File: src/rtl/parking_slot_controller.sv
// Smart-parking slot controller: owns the 8-slot occupancy map,
// grants entries to the lowest free slot and sequences both gates.
module parking_slot_controller #(
  parameter int GATE_CYCLES = 4
) (
  input  logic       clk,
  input  logic       reset,
  input  logic       entry_req,
  input  logic       exit_req,
  input  logic [2:0] exit_slot,
  output logic       entry_ack,
  output logic [2:0] assigned_slot,
  output logic       entry_reject,
  output logic       exit_ack,
  output logic       exit_err,
  output logic       entry_gate,
  output logic       exit_gate,
  output logic [7:0] free_mask,
  output logic [3:0] free_count,
  output logic       full
);

  typedef enum logic [1:0] {
    S_IDLE,
    S_ENTRY_GATE,
    S_EXIT_GATE,
    S_RELEASE
  } state_t;

  localparam logic [3:0] TIMER_LOAD = 4'(GATE_CYCLES - 1);

  state_t     r_state;
  logic       r_served_exit;
  logic [3:0] r_timer;
  logic [7:0] r_free_mask;
  logic [3:0] r_free_count;
  logic       r_full;
  logic [2:0] r_assigned_slot;
  logic       r_entry_ack;
  logic       r_entry_reject;
  logic       r_exit_ack;
  logic       r_exit_err;
  logic       r_entry_gate;
  logic       r_exit_gate;

  logic [2:0] w_low_idx;
  logic       w_has_free;
  logic       w_exit_occ;
  logic       w_served_req;
  logic [7:0] w_mask_set;
  logic [7:0] w_mask_clr;
  logic [3:0] w_cnt_set;
  logic [3:0] w_cnt_clr;

  function automatic logic [3:0] popcount8(input logic [7:0] m);
    logic [3:0] c;
    c = 4'd0;
    for (int k = 0; k < 8; k++) begin
      c = c + {3'd0, m[k]};
    end
    return c;
  endfunction

  // Scan from the top so the lowest set bit wins.
  always_comb begin
    w_low_idx = 3'd0;
    for (int i = 7; i >= 0; i--) begin
      if (r_free_mask[i]) begin
        w_low_idx = 3'(i);
      end
    end
  end

  assign w_has_free   = |r_free_mask;
  assign w_exit_occ   = ~r_free_mask[exit_slot];
  assign w_mask_set   = r_free_mask | (8'b1 << exit_slot);
  assign w_mask_clr   = r_free_mask & ~(8'b1 << w_low_idx);
  assign w_cnt_set    = popcount8(w_mask_set);
  assign w_cnt_clr    = popcount8(w_mask_clr);
  assign w_served_req = r_served_exit ? exit_req : entry_req;

  always_ff @(posedge clk) begin
    if (reset) begin
      r_state         <= S_IDLE;
      r_served_exit   <= 1'b0;
      r_timer         <= 4'd0;
      r_free_mask     <= 8'hFF;
      r_free_count    <= 4'd8;
      r_full          <= 1'b0;
      r_assigned_slot <= 3'd0;
      r_entry_ack     <= 1'b0;
      r_entry_reject  <= 1'b0;
      r_exit_ack      <= 1'b0;
      r_exit_err      <= 1'b0;
      r_entry_gate    <= 1'b0;
      r_exit_gate     <= 1'b0;
    end else begin
      r_entry_ack    <= 1'b0;
      r_entry_reject <= 1'b0;
      r_exit_ack     <= 1'b0;
      r_exit_err     <= 1'b0;
      unique case (r_state)
        S_IDLE: begin
          // Exit has priority: it frees capacity.
          if (exit_req) begin
            r_served_exit <= 1'b1;
            if (w_exit_occ) begin
              r_free_mask  <= w_mask_set;
              r_free_count <= w_cnt_set;
              r_full       <= 1'b0;
              r_exit_ack   <= 1'b1;
              r_exit_gate  <= 1'b1;
              r_timer      <= TIMER_LOAD;
              r_state      <= S_EXIT_GATE;
            end else begin
              r_exit_err <= 1'b1;
              r_state    <= S_RELEASE;
            end
          end else if (entry_req) begin
            r_served_exit <= 1'b0;
            if (w_has_free) begin
              r_free_mask     <= w_mask_clr;
              r_free_count    <= w_cnt_clr;
              r_full          <= (w_mask_clr == 8'h00);
              r_assigned_slot <= w_low_idx;
              r_entry_ack     <= 1'b1;
              r_entry_gate    <= 1'b1;
              r_timer         <= TIMER_LOAD;
              r_state         <= S_ENTRY_GATE;
            end else begin
              r_entry_reject <= 1'b1;
              r_state        <= S_RELEASE;
            end
          end
        end
        S_ENTRY_GATE: begin
          if (r_timer == 4'd0) begin
            r_entry_gate <= 1'b0;
            r_state      <= S_RELEASE;
          end else begin
            r_timer <= r_timer - 4'd1;
          end
        end
        S_EXIT_GATE: begin
          if (r_timer == 4'd0) begin
            r_exit_gate <= 1'b0;
            r_state     <= S_RELEASE;
          end else begin
            r_timer <= r_timer - 4'd1;
          end
        end
        S_RELEASE: begin
          // Wait for the served sensor to clear so it is not granted twice.
          if (!w_served_req) begin
            r_state <= S_IDLE;
          end
        end
        default: r_state <= S_IDLE;
      endcase
    end
  end

  assign entry_ack     = r_entry_ack;
  assign assigned_slot = r_assigned_slot;
  assign entry_reject  = r_entry_reject;
  assign exit_ack      = r_exit_ack;
  assign exit_err      = r_exit_err;
  assign entry_gate    = r_entry_gate;
  assign exit_gate     = r_exit_gate;
  assign free_mask     = r_free_mask;
  assign free_count    = r_free_count;
  assign full          = r_full;

endmodule

File: config.mk
export PLATFORM = sky130hd
export DESIGN_NAME = parking_slot_controller
export DESIGN_NICKNAME = d
export VERILOG_FILES = /design/src/rtl/parking_slot_controller.sv
export SDC_FILE = /design/constraint.sdc
export NUM_CORES = 1
export LEC_CHECK = 0
export CAP_MARGIN = 20
export CORE_ASPECT_RATIO = 0.7
export CORE_MARGIN = 2
export CORE_UTILIZATION = 54
export DETAILED_ROUTE_END_ITERATION = 8
export PLACE_DENSITY = 0.82
export SLEW_MARGIN = 20
export SYNTH_ARGS = -nofsm -noshare
export SYNTH_HDL_FRONTEND = slang
export SYNTH_SLANG_ARGS = --single-unit
File: constraint.sdc
create_clock -name clk -period 5.2 [get_ports clk]
set_input_delay 1.04 -clock clk [delete_from_list [all_inputs] [get_ports clk]]
set_output_delay 1.04 -clock clk [all_outputs]
set_load 0.005 [all_outputs]
==> summary.md, run 1 <==
| Metric | Value |
|---|---|
| Status | `finished, final reports clean` |
| CP Data Arrival Time | `around 4.7 ns` |
| H-tree Lvls | `2` |
| Final ANT Viol Nets | `0` |
| Port-buffer cells | `28` |
| Tightest Hold Check Type | `flip-flop to flip-flop` |
| Commonest non-fill, non-tap cell in the layout | `dfxtp_1` |
| FF/Latch Area | `581 um2` |
| FF+latch count, synth | `29` |
| CTS tree | `built` |
| Hpwl dp | `approximately 3.6 mm` |
| Vias in the first global route | `between 1500 and 2000` |
| Mapped Cells | `244` |
| Commonest cells after routing, fill and taps aside | `29 x dfxtp_1, 28 x clkdlybuf4s50_1, 24 x nor2_1` |
| Die footprint | `~4300 um2` |
| GRT Util Overall | `between 20% and 30%` |
| Largest net degree at the start of global routing | `23` |
| WL/cell | `15.8 um` |
| Nets | `just under 300` |
| Most common cell type on the critical path | `fa_1` |
| Root buf cell | `clkbuf_8` |
| Core area | `between 3000 and 4000 um2` |
| Async SR Flop Fraction | `0%` |
| Setup violations, final | `0` |
| Die height | `approximately 55 um` |
| Crit-path max FO | `6` |
| Worst setup SP type | `input pin` |
| Crit-path max cell delay | `0.54 ns` |
| FF-to-FF path depth | `12` |
| Period minus WS final | `about 4.5 ns` |
| Crit path cell chain | `clkdlybuf4s50_1 -> or2_2 -> nor2_1 -> nor2_1 -> fa_1 -> inv_1 -> fa_1 -> fa_1 -> ha_1 -> inv_1 -> fa_1 -> xnor2_1 -> a211oi_1 -> nor3_1` |
| Worst-margin pin slew | `about 0.86 ns` |
| Critical path data required time | `5.37 ns` |
| Layout cells sized above 1 | `~8.3%` |
| Clock transition at path regs | `around 0.060 ns` |
| Hold Buf Count CTS | `0` |
| Reg2Reg Capture Point | `free_count[2]` |
| Static Leakage | `~0.96 nW` |
| GPL Wtd Cong | `0.936` |
| Hold WS | `around 0.45 ns` |
| Final period util | `~87%` |
| Setup Skew | `about 0.0014 ns` |
| Hold path depth | `2` |
| VDD IR-drop max | `361 uV` |
| Area grow syn2layout | `19.1%` |
| Setup TNS | `0 ns` |
| Clock sink count | `29` |
| Worst R2R Start | `free_mask[0]` |
| # resized after CTS | `0` |
| Unrepaired setup endpoints after global routing | `no` |
| Setup crit end kind | `flip-flop` |
| Post-synth top flop | `dfxtp_1` |
| Worst relative slew slack | `roughly 42%` |
| Vias | `~1900` |
| Mapped Area | `2020 um2` |
| CP max-delay cell | `fa_1` |
| Die width | `77.1 um` |
| Initial antenna violation count | `0` |
| Num ports | `29` |
| Hold_sp | `assigned_slot[0]` |
| Multi-input logic area | `between 1000 and 1500 um2` |
| Hold Fails Final Rpt | `0` |
| Diode count | `0` |
| Setup bufs post-CTS | `0` |
| Max Root-Sink Buffers | `2` |
| Residual DRC count | `0` |
| Post-synth EDFFs | `0` |
| Critical path type | `input pin to flip-flop` |
| Synth Warn # | `0` |
| CTS Buf Count | `5` |
| Mapped Nets | `roughly 270` |
| Global route overflow | `0` |
| Power per cell area | `425 nW/um2` |
| Final Max Slew Viols | `0` |
| Vias per inst | `around 6` |
| R2R Setup Slk | `between 1.5 and 2 ns` |
| DRT Wirelength | `roughly 5 mm` |
| Clock latency on the worst-skew pair | `between 0.2 and 0.3 ns` |
| DRT iter0 DRCs | `214` |
| Max Freq | `0.222 GHz` |
| Row count | `18` |
| Max cap viols | `0` |
| Initial core utilization | `between 50% and 60%` |
| First-pass GRT wire length | `around 8.3 mm` |
| # fillers | `305` |
| Register area share after synthesis | `28.8%` |
| Distinct cells, synth | `between 50 and 60` |
| First-pass DRT Iterations | `5` |
| Hold Path End | `assigned_slot[0]` |
| Synth Area per Inst | `slightly above 8 um2` |
[state kept, by name (all words and copies together), names as in the netlist]
register,cells
assigned_slot,3
free_mask,8
full,1
r_state,2
free_count,4
exit_err,1
r_timer,4
entry_gate,1
r_served_exit,1
entry_ack,1
entry_reject,1
exit_ack,1
exit_gate,1
[cells by family (layout without fill, tap and decap cells)]
family                   count (synthesis)  after routing  share of synthesized area (%)
AND/OR/NAND/NOR                         74             74                           18.0
AO/OA/AOI/OAI                           69             69                           24.0
buffers and inverters                   40             62                           8.31
flip-flops                              29             29                           28.8
adder cells (fa/ha/maj)                 22             22                           16.1
multiplexers                             7              7                           3.53
XOR/XNOR                                 3              3                           1.30
[layer usage]
layer,track usage (%),vias up,share of wire [%],routed length [um]
met5,0,-,0,0
met4,7.14,0,1.3,65
met3,5.84,10,9.1,455
met2,41.1,101,43,2140
met1,36.0,887,47,2350
li1,-,910,-,-
[worst max-delay path, delay by kind of cell]
kind | cells | cell delay (ns)
fa+ha+maj | 5 | 2.05
buf+inv | 3 | 0.63
compound gates | 1 | 0.24
simple gates | 4 | 0.58
xor+xnor | 1 | 0.13
[Yosys cell counts, types with 3 or more instances]
library cell | instances | area, um2
or4_1 | 3 | 22.5
a21oi_1 | 12 | 60.1
mux2i_1 | 6 | 60.1
inv_1 | 23 | 86.3
nand2_1 | 20 | 75.1
a211oi_1 | 4 | 30.0
fa_1 | 7 | 140
ha_1 | 13 | 163
nor2_1 | 24 | 90.1
o21bai_1 | 6 | 45.0
o22ai_1 | 6 | 37.5
dfxtp_1 | 29 | 581
o21ai_0 | 9 | 45.0
a311o_1 | 4 | 40.0
clkbuf_1 | 12 | 45.0
nor3_1 | 7 | 35.0
a31oi_1 | 3 | 18.8
nand3_1 | 5 | 25.0
[final cells by class]
type	instances	area share, %
Tap cell	50	2.60
Sequential cell	29	24.2
Inverter	23	3.59
Clock inverter	1	0.208
Timing Repair Buffer	31	12.6
Multi-Input combinational cell	175	52.8
Clock buffer	7	4.01
[power breakdown]
group | total [W] | switching [W] | internal, W
clock network | 0.000207 | 0.0000874 | 0.000119
logic | 0.000500 | 0.000273 | 0.000228
registers | 0.000314 | 0.0000479 | 0.000266
total | 0.00102 | 0.000408 | 0.000613
[worst max-delay path by stage]
stage / from / cells after the start / slack [ns] / end
global placement: exit_slot[2] / 14 / 0.49 / free_count[2]
floorplan: exit_slot[0] / 14 / 0.95 / free_count[2]
detailed placement: exit_slot[2] / 14 / 0.45 / free_count[2]
global route: exit_slot[2] / 14 / 0.51 / free_count[2]
finish: exit_slot[2] / 14 / 0.69 / free_count[2]
CTS: exit_slot[2] / 14 / 0.71 / free_count[2]
[per-stage QoR]
stage	util, %	area (um2)	total power [W]	std cells	setup slack (ns)
floorplan	-	2020	0.000666	244	0.949
global placement	64.7	2300	0.000795	308	0.489
detailed placement	64.7	2300	0.000802	308	0.451
CTS	67.5	2400	0.00102	316	0.713
finish	67.5	2400	0.00102	316	0.692
global route	67.5	2400	0.00111	316	0.506
No activity file was read; power rests on OpenSTA's default activity.
==> inputs of run 2 (changes only) <==
- ABC_AREA: not set -> 1
==> run 2 against run 1 <==
  * Clock skew grew 0.0015 ns
  * Cell count grew 17%
  * Worst setup slack gained 0.021 ns
  * Register-to-register slack gained 0.11 ns
  * Largest cell class unchanged
  * Critical path type unchanged
==> summary.md, run 2 <==
| Metric | Value |
|---|---|
| Yosys top cell area share | `between 20% and 30%` |
| GRT Util Overall | `approximately 26%` |
| H-tree Lvls | `2` |
| Count leader, synth | `nand2_1` |
| Residual DRC count | `0` |
| Status | `finished, final reports clean` |
| Clock latency on the worst-skew pair | `slightly below 0.3 ns` |
| Hpwl dp | `around 3.8 mm` |
| Commonest non-fill, non-tap cell in the layout | `nand2_1` |
| Top delay family on crit path | `adder cells` |
| Post-route insts no fill | `370` |
| CP max-delay cell | `clkdlybuf4s50_1` |
| Final period util | `86.3%` |
| Row count | `18` |
| Clock power frac | `between 10% and 20%` |
| Register share of total power | `between 20 and 30%` |
| CTS tree | `built` |
| Final Max Slew Viols | `0` |
| Die height | `~55 um` |
| First-pass DRT Iterations | `7` |
| NetSw | `approximately 0.00052 W` |
| Synth Area in Simple Gates | `30.9%` |
| Power per cell area | `about 500 nW/um2` |
| Final ANT Viol Nets | `0` |
| Global route overflow | `0` |
| Max FFs per register | `8` |
| Port-buffer cells | `28` |
| Largest net degree at the start of global routing | `16` |
| Die footprint | `~4200 um2` |
| Unrepaired setup endpoints after global routing | `no` |
| Hold Fails Final Rpt | `0` |
| Distinct cells, synth | `35` |
| Root buf cell | `clkbuf_8` |
| Async SR Flop Fraction | `0%` |
| GPL Wtd Cong | `about 1.0` |
| CTS Buf Count | `5` |
| Area grow syn2layout | `20.2%` |
| Setup bufs post-CTS | `0` |
| # resized after CTS | `0` |
| Clock transition at path regs | `~0.060 ns` |
| Initial antenna violation count | `0` |
| Vias per inst | `approximately 5.4` |
| Vias in the first global route | `between 1500 and 2000` |
| Core area | `approximately 3500 um2` |
| Register area share after synthesis | `between 20% and 30%` |
| First-pass GRT wire length | `8.29 mm` |
| Static Leakage | `about 1.1 nW` |
| Crit path cell chain | `clkdlybuf4s50_1 -> nand2_1 -> o21ai_0 -> inv_1 -> fa_1 -> inv_1 -> fa_1 -> fa_1 -> ha_1 -> inv_1 -> fa_1 -> xnor2_1 -> o21ai_0 -> nand2_1 -> nand2_1 -> nor2_1` |
| Nets | `346` |
| Multiplexer area fraction after synthesis | `0.498%` |
| Synth Warn # | `0` |
| Tightest Hold Check Type | `flip-flop to flip-flop` |
| Diode count | `0` |
| CP Data Arrival Time | `about 4.7 ns` |
| Compound-Gate Fraction of Synth Area | `between 10% and 20%` |
| Worst setup SP type | `input pin` |
| Initial core utilization | `56.8%` |
| Num ports | `29` |
| Mapped Nets | `about 320` |
| Top cells by area, synth | `dfxtp_1 29%, nand2_1 14%, ha_1 8.1%, inv_1 7.3%, fa_1 7.0%` |
| Critical path data required time | `5.38 ns` |
| Synth top cells by count | `73 x nand2_1, 39 x inv_1, 29 x dfxtp_1, 27 x nor2_1, 23 x nand3_1` |
| Placed Cells | `about 360` |
| Max Freq | `approximately 0.22 GHz` |
| Crit-path max FO | `7` |
| Die width | `76.9 um` |
| Worst relative slew slack | `approximately 58%` |
| Worst path bufs/invs | `4` |
| Max cap viols | `0` |
| Post-synth EDFFs | `0` |
| Setup TNS | `0 ns` |
| Period minus WS final | `roughly 4.5 ns` |
| Commonest cells after routing, fill and taps aside | `73 x nand2_1, 39 x inv_1, 29 x dfxtp_1` |
| Setup violations, final | `0` |
| Setup Skew | `approximately 0.0029 ns` |
| Pint | `around 0.00067 W` |
| Adder-cell area share of the yosys netlist | `around 15%` |
| XOR/XNOR Fraction of Synth Area | `1.31%` |
| DRT Wirelength | `approximately 5 mm` |
| Mapped Area | `2010 um2` |
| Layout cells sized above 1 | `under 10%` |
| Setup crit end kind | `flip-flop` |
| Post-synth top flop | `dfxtp_1` |
| Switching part of the total | `a little over two fifths` |
| Mapped Cells | `between 200 and 300` |
| FF+latch count, synth | `29` |
| Vias | `approximately 2000` |
| Comb pwr share | `55.5%` |
| Cell taking the most area after synthesis | `dfxtp_1` |
| Hold Buf Count CTS | `0` |
| DRT iter0 DRCs | `roughly 170` |
| WL/cell | `~14 um` |
| Most common cell type on the critical path | `fa_1` |
| Worst-margin pin slew | `around 0.63 ns` |
| Synth Area per Inst | `6.90 um2` |
| Largest family of logic cells by synthesized area | `simple AND/OR/NAND/NOR gates` |
| Max Root-Sink Buffers | `2` |
| VDD IR-drop max | `~270 uV` |
| Critical path type | `input pin to flip-flop` |
| Crit-path max cell delay | `roughly 0.6 ns` |
| Clock sink count | `29` |
## run 2: changes by cell type after synthesis, sizes merged, moves of 7 or more
| cell | delta |
|---|---|
| nand2 | +55 |
| nand3 | +23 |
| inv | +18 |
| a21oi | +12 |
| clkbuf | -9 |
| nor3 | -7 |
| o21ai | +7 |
## run 2: cell families (layout without fill, tap and decap cells)
family	count (synthesis)	after routing
simple gates	140	140
compound gates	49	49
buf+inv	49	78
flops	29	29
fa+ha+maj	20	20
xor+xnor	3	3
mux	1	1
## run 2: stage by stage
| stage | total power [W] | instance area, um2 | utilization [%] | hold WS (ns) | setup WS (ns) |
|---|---|---|---|---|---|
| floorplan | 0.000797 | 2010 | - | 0.441 | 1.20 |
| global placement | 0.000961 | 2310 | 65.4 | 0.449 | 0.528 |
| detailed placement | 0.000979 | 2310 | 65.4 | 0.456 | 0.418 |
| CTS | 0.00120 | 2410 | 68.3 | 0.466 | 0.719 |
| global route | 0.00132 | 2410 | 68.3 | 0.487 | 0.445 |
| finish | 0.00120 | 2410 | 68.3 | 0.465 | 0.713 |
## run 2: metal layers
layer  track usage (%)  share of wire [%]  up-vias
li1                  -                  -      991
met1              37.4                 51      898
met2              37.7                 38      104
met3              6.01                9.6       11
met4              7.58                1.4        0
met5                 0                  0        -
## run 2: path summary, 6_finish.rpt
kind,depth (start not counted),slack (ns),endpoint,from
setup reg to reg,15,1.69,free_count[2],free_mask[1]
hold / removal,2,0.46,r_timer[1],r_timer[1]
setup / recovery,16,0.71,free_count[2],exit_slot[0]
hold reg to reg,2,0.46,r_timer[1],r_timer[1]
## run 2: final cells by class
type / count / area (um2)
Multi-Input combinational cell: 213 / 1230
Fill cell: 330 / 1120
Sequential cell: 29 / 581
Timing Repair Buffer: 28 / 280
Inverter: 42 / 158
Clock buffer: 7 / 96.3
Tap cell: 50 / 62.6
Clock inverter: 1 / 5.00
## run 2: power groups by stage
stage,logic [W],registers [W],clock network (W)
2_1_floorplan,0.000476,0.000321,0
3_3_place_gp,0.000634,0.000326,0
3_5_place_dp,0.000652,0.000327,0
4_1_cts,0.000662,0.000324,0.000211
5_1_grt,0.000767,0.000333,0.000219
6_report,0.000666,0.000324,0.000209
## run 2: worst reg2reg max path: stages, from the launching register on
cell and delay [ns]:
dfxtp_1 0.48, inv_1 0.13, o21ai_0 0.13, inv_1 0.09, fa_1 0.51, inv_1 0.05
fa_1 0.46, fa_1 0.52, ha_1 0.16, inv_1 0.06, fa_1 0.37, xnor2_1 0.13
o21ai_0 0.14, nand2_1 0.07, nand2_1 0.06, nor2_1 0.05
